## src/rtl/mem_arbiter.sv

```systemverilog
// mem_arbiter: two-port round-robin arbiter in front of one pulse-handshake
// memory interface. Port 0 is the CPU core, port 1 a secondary requester
// (debug loader / DMA). Each port sees the same interface the core drives.
//
// Ports:
//   clk, rst                 clock, asynchronous active-high reset
//   pN_mem_addr/_write_data  request address and store data (N = 0,1)
//   pN_mem_read_valid        one-cycle read request pulse
//   pN_mem_write_valid       one-cycle write request pulse
//   pN_mem_width             0=byte, 1=half, 2=word
//   pN_mem_ready             one-cycle completion pulse back to port N
//   pN_mem_read_data         read data, held until port N's next read completion
//   mem_*                    registered downstream request fields and pulses
//   mem_ready, mem_read_data downstream completion pulse and read data
//   protocol_error           sticky: dropped pulse or read+write on one port
//   timeout_error            sticky: watchdog aborted a transaction
module mem_arbiter #(
    parameter int ADDR_W  = 32,
    parameter int DATA_W  = 32,
    parameter int TIMEOUT = 256
) (
    input  logic              clk,
    input  logic              rst,
    input  logic [ADDR_W-1:0] p0_mem_addr,
    input  logic              p0_mem_read_valid,
    input  logic              p0_mem_write_valid,
    input  logic [DATA_W-1:0] p0_mem_write_data,
    input  logic [1:0]        p0_mem_width,
    output logic              p0_mem_ready,
    output logic [DATA_W-1:0] p0_mem_read_data,
    input  logic [ADDR_W-1:0] p1_mem_addr,
    input  logic              p1_mem_read_valid,
    input  logic              p1_mem_write_valid,
    input  logic [DATA_W-1:0] p1_mem_write_data,
    input  logic [1:0]        p1_mem_width,
    output logic              p1_mem_ready,
    output logic [DATA_W-1:0] p1_mem_read_data,
    output logic [ADDR_W-1:0] mem_addr,
    output logic [DATA_W-1:0] mem_write_data,
    output logic [1:0]        mem_width,
    output logic              mem_read_valid,
    output logic              mem_write_valid,
    input  logic              mem_ready,
    input  logic [DATA_W-1:0] mem_read_data,
    output logic              protocol_error,
    output logic              timeout_error
);

    typedef enum logic {S_IDLE, S_WAIT} state_t;

    localparam logic [31:0]       WAIT_LAST  = 32'(TIMEOUT - 1);
    localparam logic [DATA_W-1:0] ABORT_DATA = DATA_W'(32'hDEAD_BEEF);

    state_t            state, state_nxt;

    // Incoming pulses, gathered per port so both ports share one code path.
    logic [1:0]        req_vld, req_rd, req_we;
    logic [ADDR_W-1:0] req_addr  [2];
    logic [DATA_W-1:0] req_wdata [2];
    logic [1:0]        req_width [2];

    // Pending slots. The slot stays full while its transaction is in flight,
    // so "full" also covers "in flight" for the drop check.
    logic [1:0]        slot_vld, slot_we;
    logic [ADDR_W-1:0] slot_addr  [2];
    logic [DATA_W-1:0] slot_wdata [2];
    logic [1:0]        slot_width [2];

    logic              last_grant;   // port served last; reset value 1 lets port 0 win
    logic              owner;
    logic [31:0]       wait_cnt;

    logic [1:0]        cand;
    logic              grant, sel, done_ok, done_abort;
    logic              g_we;
    logic [ADDR_W-1:0] g_addr;
    logic [DATA_W-1:0] g_wdata;
    logic [1:0]        g_width;

    assign req_rd       = {p1_mem_read_valid, p0_mem_read_valid};
    assign req_we       = {p1_mem_write_valid, p0_mem_write_valid};
    assign req_vld      = req_rd | req_we;
    assign req_addr[0]  = p0_mem_addr;
    assign req_addr[1]  = p1_mem_addr;
    assign req_wdata[0] = p0_mem_write_data;
    assign req_wdata[1] = p1_mem_write_data;
    assign req_width[0] = p0_mem_width;
    assign req_width[1] = p1_mem_width;

    always_comb begin
        state_nxt  = state;
        grant      = 1'b0;
        done_ok    = 1'b0;
        done_abort = 1'b0;
        cand       = slot_vld | req_vld;
        sel        = (cand == 2'b11) ? ~last_grant : cand[1];
        // A pending slot always takes precedence over a same-cycle pulse;
        // such a pulse is being dropped anyway.
        if (slot_vld[sel]) begin
            g_we    = slot_we[sel];
            g_addr  = slot_addr[sel];
            g_wdata = slot_wdata[sel];
            g_width = slot_width[sel];
        end else begin
            g_we    = req_we[sel];
            g_addr  = req_addr[sel];
            g_wdata = req_wdata[sel];
            g_width = req_width[sel];
        end
        case (state)
            S_IDLE: begin
                if (|cand) begin
                    grant     = 1'b1;
                    state_nxt = S_WAIT;
                end
            end
            S_WAIT: begin
                // mem_ready wins over the watchdog on the final count.
                if (mem_ready) begin
                    done_ok   = 1'b1;
                    state_nxt = S_IDLE;
                end else if (TIMEOUT != 0 && wait_cnt == WAIT_LAST) begin
                    done_abort = 1'b1;
                    state_nxt  = S_IDLE;
                end
            end
            default: state_nxt = S_IDLE;
        endcase
    end

    always_ff @(posedge clk or posedge rst) begin
        if (rst) begin
            state <= S_IDLE;
        end else begin
            state <= state_nxt;
        end
    end

    // Slot payload: only meaningful while slot_vld is set, so no reset.
    always_ff @(posedge clk) begin
        for (int n = 0; n < 2; n++) begin
            if (req_vld[n] && !slot_vld[n]) begin
                slot_we[n]    <= req_we[n];
                slot_addr[n]  <= req_addr[n];
                slot_wdata[n] <= req_wdata[n];
                slot_width[n] <= req_width[n];
            end
        end
    end

    always_ff @(posedge clk or posedge rst) begin
        if (rst) begin
            slot_vld         <= 2'b00;
            last_grant       <= 1'b1;
            owner            <= 1'b0;
            wait_cnt         <= '0;
            mem_addr         <= '0;
            mem_write_data   <= '0;
            mem_width        <= '0;
            mem_read_valid   <= 1'b0;
            mem_write_valid  <= 1'b0;
            p0_mem_ready     <= 1'b0;
            p1_mem_ready     <= 1'b0;
            p0_mem_read_data <= '0;
            p1_mem_read_data <= '0;
            protocol_error   <= 1'b0;
            timeout_error    <= 1'b0;
        end else begin
            mem_read_valid  <= 1'b0;
            mem_write_valid <= 1'b0;
            p0_mem_ready    <= 1'b0;
            p1_mem_ready    <= 1'b0;

            for (int n = 0; n < 2; n++) begin
                if (req_vld[n]) begin
                    if (slot_vld[n]) begin
                        protocol_error <= 1'b1;
                    end else begin
                        slot_vld[n] <= 1'b1;
                    end
                    if (req_rd[n] && req_we[n]) begin
                        protocol_error <= 1'b1;
                    end
                end
            end

            if (grant) begin
                mem_addr        <= g_addr;
                mem_write_data  <= g_wdata;
                mem_width       <= g_width;
                mem_write_valid <= g_we;
                mem_read_valid  <= ~g_we;
                owner           <= sel;
                wait_cnt        <= '0;
            end else if (state == S_WAIT) begin
                wait_cnt <= wait_cnt + 32'd1;
            end

            // Completion or abort: the owner's slot is known full here, so
            // this clear never collides with a capture above.
            if (done_ok || done_abort) begin
                slot_vld[owner] <= 1'b0;
                if (owner) begin
                    p1_mem_ready <= 1'b1;
                end else begin
                    p0_mem_ready <= 1'b1;
                end
                if (!slot_we[owner]) begin
                    if (owner) begin
                        p1_mem_read_data <= done_ok ? mem_read_data : ABORT_DATA;
                    end else begin
                        p0_mem_read_data <= done_ok ? mem_read_data : ABORT_DATA;
                    end
                end
                if (done_ok) begin
                    last_grant <= owner;
                end
                if (done_abort) begin
                    timeout_error <= 1'b1;
                end
            end
        end
    end

endmodule

```

## config.mk

```make
export PLATFORM = sky130hd
export DESIGN_NAME = mem_arbiter
export DESIGN_NICKNAME = d
export VERILOG_FILES = /design/src/rtl/mem_arbiter.sv
export SDC_FILE = /design/constraint.sdc
export NUM_CORES = 1
export LEC_CHECK = 0
export ABC_CLOCK_PERIOD_IN_PS = 15500
export CAP_MARGIN = 0
export CORE_MARGIN = 2
export CORE_UTILIZATION = 40
export CTS_CLUSTER_DIAMETER = 100
export CTS_CLUSTER_SIZE = 16
export DETAILED_ROUTE_END_ITERATION = 7
export PLACE_DENSITY = 0.66
export RECOVER_POWER = 100
export SLEW_MARGIN = 20
export SYNTH_ARGS = -nofsm -noshare
export SYNTH_HDL_FRONTEND = slang
export SYNTH_SLANG_ARGS = --single-unit
```

## constraint.sdc

```tcl
create_clock -name clk -period 15.5 [get_ports clk]
set_input_delay 3.1 -clock clk [delete_from_list [all_inputs] [get_ports clk]]
set_output_delay 3.1 -clock clk [all_outputs]
set_load 0.1 [all_outputs]
```

After elaboration in Yosys (flattened, before gate mapping). Memories as Yosys holds them, arrays and structs flattened. Cells that the tools add are included.

Register bits after elaboration: 175. RAM bits: 132. Output and inout bits: 136. Logic and storage cells: 108. Memories: 3.

Add/subtract/negate cells: 1. Order comparisons: 4. Equality and inequality tests: 2. Muxes and demuxes: 56. Bitwise logic cells: 10. Reduce and logical (&&, ||, !) cells: 14.

Memory list: slot_addr (words 2, width 32, read ports 1, clocked after memory_dff 0, write ports 2, line 65) `logic [ADDR_W-1:0] slot_addr [2];`; slot_wdata (words 2, width 32, read ports 1, clocked after memory_dff 0, write ports 2, line 66) `logic [DATA_W-1:0] slot_wdata [2];`; slot_width (words 2, width 2, read ports 1, clocked after memory_dff 0, write ports 2, line 67) `logic [1:0] slot_width [2];`.

Operators with widths (count): 2-to-1 mux 32 bit (11); 2-to-1 mux 1 bit (38); adder 32 x 1 -> 32 bit, second input constant (1); == test 32 x 8 -> 1 bit, second input constant (1); 2-to-1 mux 2 bit (5); AND reduction 3 bit (2); logical AND 1 bit (5); NOT 1 bit (5); less-than comparator 1 x 2 -> 1 bit, second input constant (2); OR 2 bit (2); AND reduction 2 bit (2); bitwise AND 2 bit (1); == test 2 bit, second input constant (1); >= comparator 2 bit, second input constant (1); zero test 1 bit (2); NOT 1 -> 2 bit (1); NOT 2 bit (1); case mux 1 bit (2 select lines) (1); nonzero test 2 bit (1); OR reduction 2 bit (1); demux 1 bit (select 1 bit) (1); >= comparator 1 bit, second input constant (1); logical OR 1 bit (1).

Logic depth before layout (Yosys ltp).
Depth in word-level cells: 9. Gate-level depth with buffers: 9. Gate-level depth less buffers: 6.

Least setup slack after synthesis. OpenSTA, ideal clock, no wires.

Path type: input to register. Start: in p0_mem_write_valid. End: mem slot_addr[0][0] (enable). Library setup time: 493 ps. Arrival: 5969 ps. Setup slack: 9038 ps. Cell stages on the path: 2. Buffers on the path: 0. Cell sequence: nor2_1 nor2_1.

RTL lines: start, declared (line 26) `input logic p0_mem_write_valid,`; end, declared (line 65).

Worst setup path after layout.
Start: in p1_mem_write_valid. End: reg mem_addr[4].

Word-level cells in the longest chain between the ends: 9.

Ends and longest elaborated chain: start, declared (line 33) `input logic p1_mem_write_valid,`; OR 2 bit * (line 82) `assign req_vld = req_rd | req_we;`; OR 2 bit * (line 95) `cand = slot_vld | req_vld;`; == test 2 bit (line 96) `sel = (cand == 2'b11) ? ~last_grant : cand[1];`; 2-to-1 mux 1 bit (line 96); NOT 1 -> 2 bit (implied by the code) (line 106) `g_addr = req_addr[sel];`; 2-to-1 mux 32 bit (implied by the code) (3 in series) (line 106); 2-to-1 mux 32 bit (line 99) `if (slot_vld[sel]) begin`; end signal, assigned (line 188) `mem_addr <= g_addr;`; end, declared (line 38) `output logic [ADDR_W-1:0] mem_addr,`.

Mark *: on every way between the ends. The rest lies on a longest branch, timed or not. The select of a mux whose other input is x is not followed. A chain may end at the register's enable or synchronous reset.

==> results.yml <==
global_routing:
  antenna_found_initial: 17
  grt_overflow: 0
  grt_max_degree: 76
  grt_pass1_vias: 9693
  grt_pass1_wl_um: 55460
  track_usage: 0.2080
clocking:
  clk_latency_ns: 0.52
  clockRootBuffer: "clkbuf_16"
  post_cts_resized: 0
  postCtsSetupBuffers: 0
  holdBufCountCts: 0
  clk_pin_slew_ns: 0.07
  cts_max_path_buffers: 3
  cts_buffers: 23
  h-tree-depth: 1
  cts_tree: "done"
  cts.sinks: 307
worst_setup_path:
  cp.required_ns: 15.91
  cpMaxStageDelayCell: "clkbuf_1"
  path_cells: "dlygate4sd3_1 > or3_1 > nand2_1 > clkbuf_1 > mux2i_1 > a2111oi_2"
  cp_slowest_stage_delay_ns: 3.35
  rrSetupSlack_ns: 7.90
  crit_path_max_fanout: 75
  cpLargestDelayFamily: "buffers and inverters"
  endpoint_kind: "flop"
  crit_buf_inv: 2
  cp.arrival_ns: 10.66
  path_class: "in -> reg"
  start_kind: "input pin"
synth:
  yosysWarnings: 0
  synth_edf_count: 134
  synthAdderAreaFrac: 0.0009503
  yosys.area.top_type: "dfrtp_1"
  syn_area_mm2: 0.01317
  synth_nets: 1145
  synth_top_flop_cell: "dfrtp_1"
  seq_area_frac_synth: 0.6345
  yosys.area_share.xor_xnor: 0
  synth_top_family_by_area: "compound AO/OA/AOI/OAI gates"
  syn-instance-count: 973
  synth_area_leaders: "dfrtp_1 (33%), edfxtp_1 (31%), a2111oi_2 (7.5%)"
  synth_compound_area_frac: 0.1507
  synthDominantCellAreaShare: 0.3269
  yosys.area_share.simple: 0.1218
  synthMuxAreaShare: 0.05730
  avgSynthCellArea_um2: 13.53
  ys_ff_latch: 307
  synthArstFlopShare: 0.5635
  synth_cell_types: 55
sta:
  hold_violations: 0
  clock-skew-final_ns: 0.01373
  fin_crit_sh: 0.6614
  fin_crit_ns: 10.25
  fmax_mhz: 97.54
  timing.final.max_slew_violations: 572
  slew_headroom: -2.094
  rsz0062_at_grt: "false"
  tightest_slew_ns: 4.641
  finalSetupTns_ns: 0
  setup_violations: 0
die:
  core_mm2: 0.03245
  die_h_um: 185.4
  start_util: 0.4057
  dieArea_mm2: 0.03438
  ios: 307
  rows: 66
  die_x_um: 185.4
power_and_ir_drop:
  clkPwrFrac: 0.154
  p_leak_nw: 6.023
  ir_worst_vdd_mv: 0.1635
  swShare: 0.5232
  p_sw_mw: 1.919
  powerDensity_mw_per_mm2: 219.9
  finalPower_mw: 3.669
  p_seq_frac: 0.320
  p_int_mw: 1.749
  combPwrFrac: 0.526
finish:
  nets: 1418
  layout-drive-gt1-share: 0.03965
  fin_area_mm2: 0.01668
  syn2layout_area_growth_pct: 26.68
status:
  violations: "capacitance limit, slew limit"
  status: "finished, violations left"
placed_design:
  place_hpwl_um: 22630
  io_buffers: 306
  place.gp.congestion: 0.7830
  place_area_mm2: 0.01648
detailed_routing:
  vias: 9474
  drt_iter0_markers: 551
  drc: 0
  wire_per_inst_um: 21.05
  routed_wl_um: 36060
  viasPerCell: 5.531
  antenna_left: 0
  dr.pass1.iters: 4
min_path:
  min_path_type: "reg -> reg"
run:
  max-cap-violations: 12
power groups by stage:
| stage | Sequential (mW) | Clock, mW | Combinational [mW] |
|---|---|---|---|
| 2_1_floorplan | 2.31 | 0 | 0.438 |
| 3_3_place_gp | 1.19 | 0 | 2.04 |
| 3_5_place_dp | 1.19 | 0 | 2.06 |
| 4_1_cts | 1.18 | 0.581 | 2.06 |
| 5_1_grt | 1.20 | 0.615 | 2.00 |
| 6_report | 1.17 | 0.563 | 1.93 |
flip-flops by register name (all words and copies together), names as in the netlist, 4 cells and up:
| register | count |
|---|---|
| p1_mem_read_data | 32 |
| p0_mem_read_data | 32 |
| slot_wdata | 64 |
| mem_addr | 32 |
| mem_write_data | 32 |
| slot_addr | 64 |
| slot_width | 4 |
| wait_cnt | 32 |
cells by family after synthesis:
logic type | after synthesis
mux | 75
buf+inv | 75
flops | 307
fa+ha+maj | 1
compound gates | 189
simple gates | 326
area by class of cell:
type / instances / area, um2
antenna: 10 / 25.02
clock buffer: 39 / 635.6
clock inverter: 1 / 16.27
fill: 2863 / 15770
inverter: 6 / 23.77
multi-input combinational: 591 / 3953
sequential: 307 / 8354
tap: 442 / 553.0
timing repair buffer: 317 / 3119
synthesized netlist by cell type, drive strengths merged, types with 8 or more instances:
library cell,n
dfrtp,172
clkbuf,25
o211ai,9
nor2,83
a2111oi,66
a22o,17
nor3,144
o21ai,16
edfxtp,134
nand4,8
buf,44
nor4,9
mux2i,72
o22a,48
nand2,39
nand3,22
o31ai,9
cell usage in the layout (no fill, tap or decap), drive strengths merged, types with 10 or more instances in the layout:
| cell type | Yosys | routed |
|---|---|---|
| a22o | 17 | 17 |
| dfrtp | 172 | 172 |
| clkdlybuf4s50 | 0 | 34 |
| nand3 | 22 | 22 |
| mux2i | 72 | 72 |
| dlygate4sd3 | 0 | 272 |
| clkbuf | 25 | 46 |
| o21ai | 16 | 16 |
| diode | 0 | 10 |
| o22a | 48 | 48 |
| a2111oi | 66 | 66 |
| nor3 | 144 | 144 |
| edfxtp | 134 | 134 |
| nand2 | 39 | 39 |
| nor2 | 83 | 83 |
metrics by stage:
step / util / hold slack, ns / setup slack (ns) / cells
6_report: 0.5140 / 0.4829 / 5.248 / 1713
4_1_cts: 0.5279 / 0.4915 / 9.693 / 1703
5_1_grt: 0.5135 / 0.4941 / 4.785 / 1707
3_5_place_dp: 0.5078 / 0.4761 / 9.087 / 1663
2_1_floorplan: - / 0.4480 / 7.713 / 973
3_3_place_gp: 0.5075 / 0.4535 / 9.285 / 1663
routing by layer:
layer	up-vias	track usage	wire length (um)
li1	4331	-	-
met1	4744	0.2781	15540
met2	324	0.3382	16940
met3	61	0.05564	2835
met4	14	0.04889	655
met5	-	0	92
path summary, 6_finish.rpt:
kind,from,endpoint,depth (start not counted)
setup / recovery,p1_mem_write_valid,mem_addr[4],6
hold / removal,p0_mem_read_data[12],p0_mem_read_data[12],1
setup reg to reg,slot_vld[1],mem_addr[4],5
hold reg to reg,p0_mem_read_data[12],p0_mem_read_data[12],1
max in group asynchronous,rst,p1_mem_read_data[21],3
min in group asynchronous,rst,p0_mem_read_data[13],2
Power figures use the tool's default switching activity.
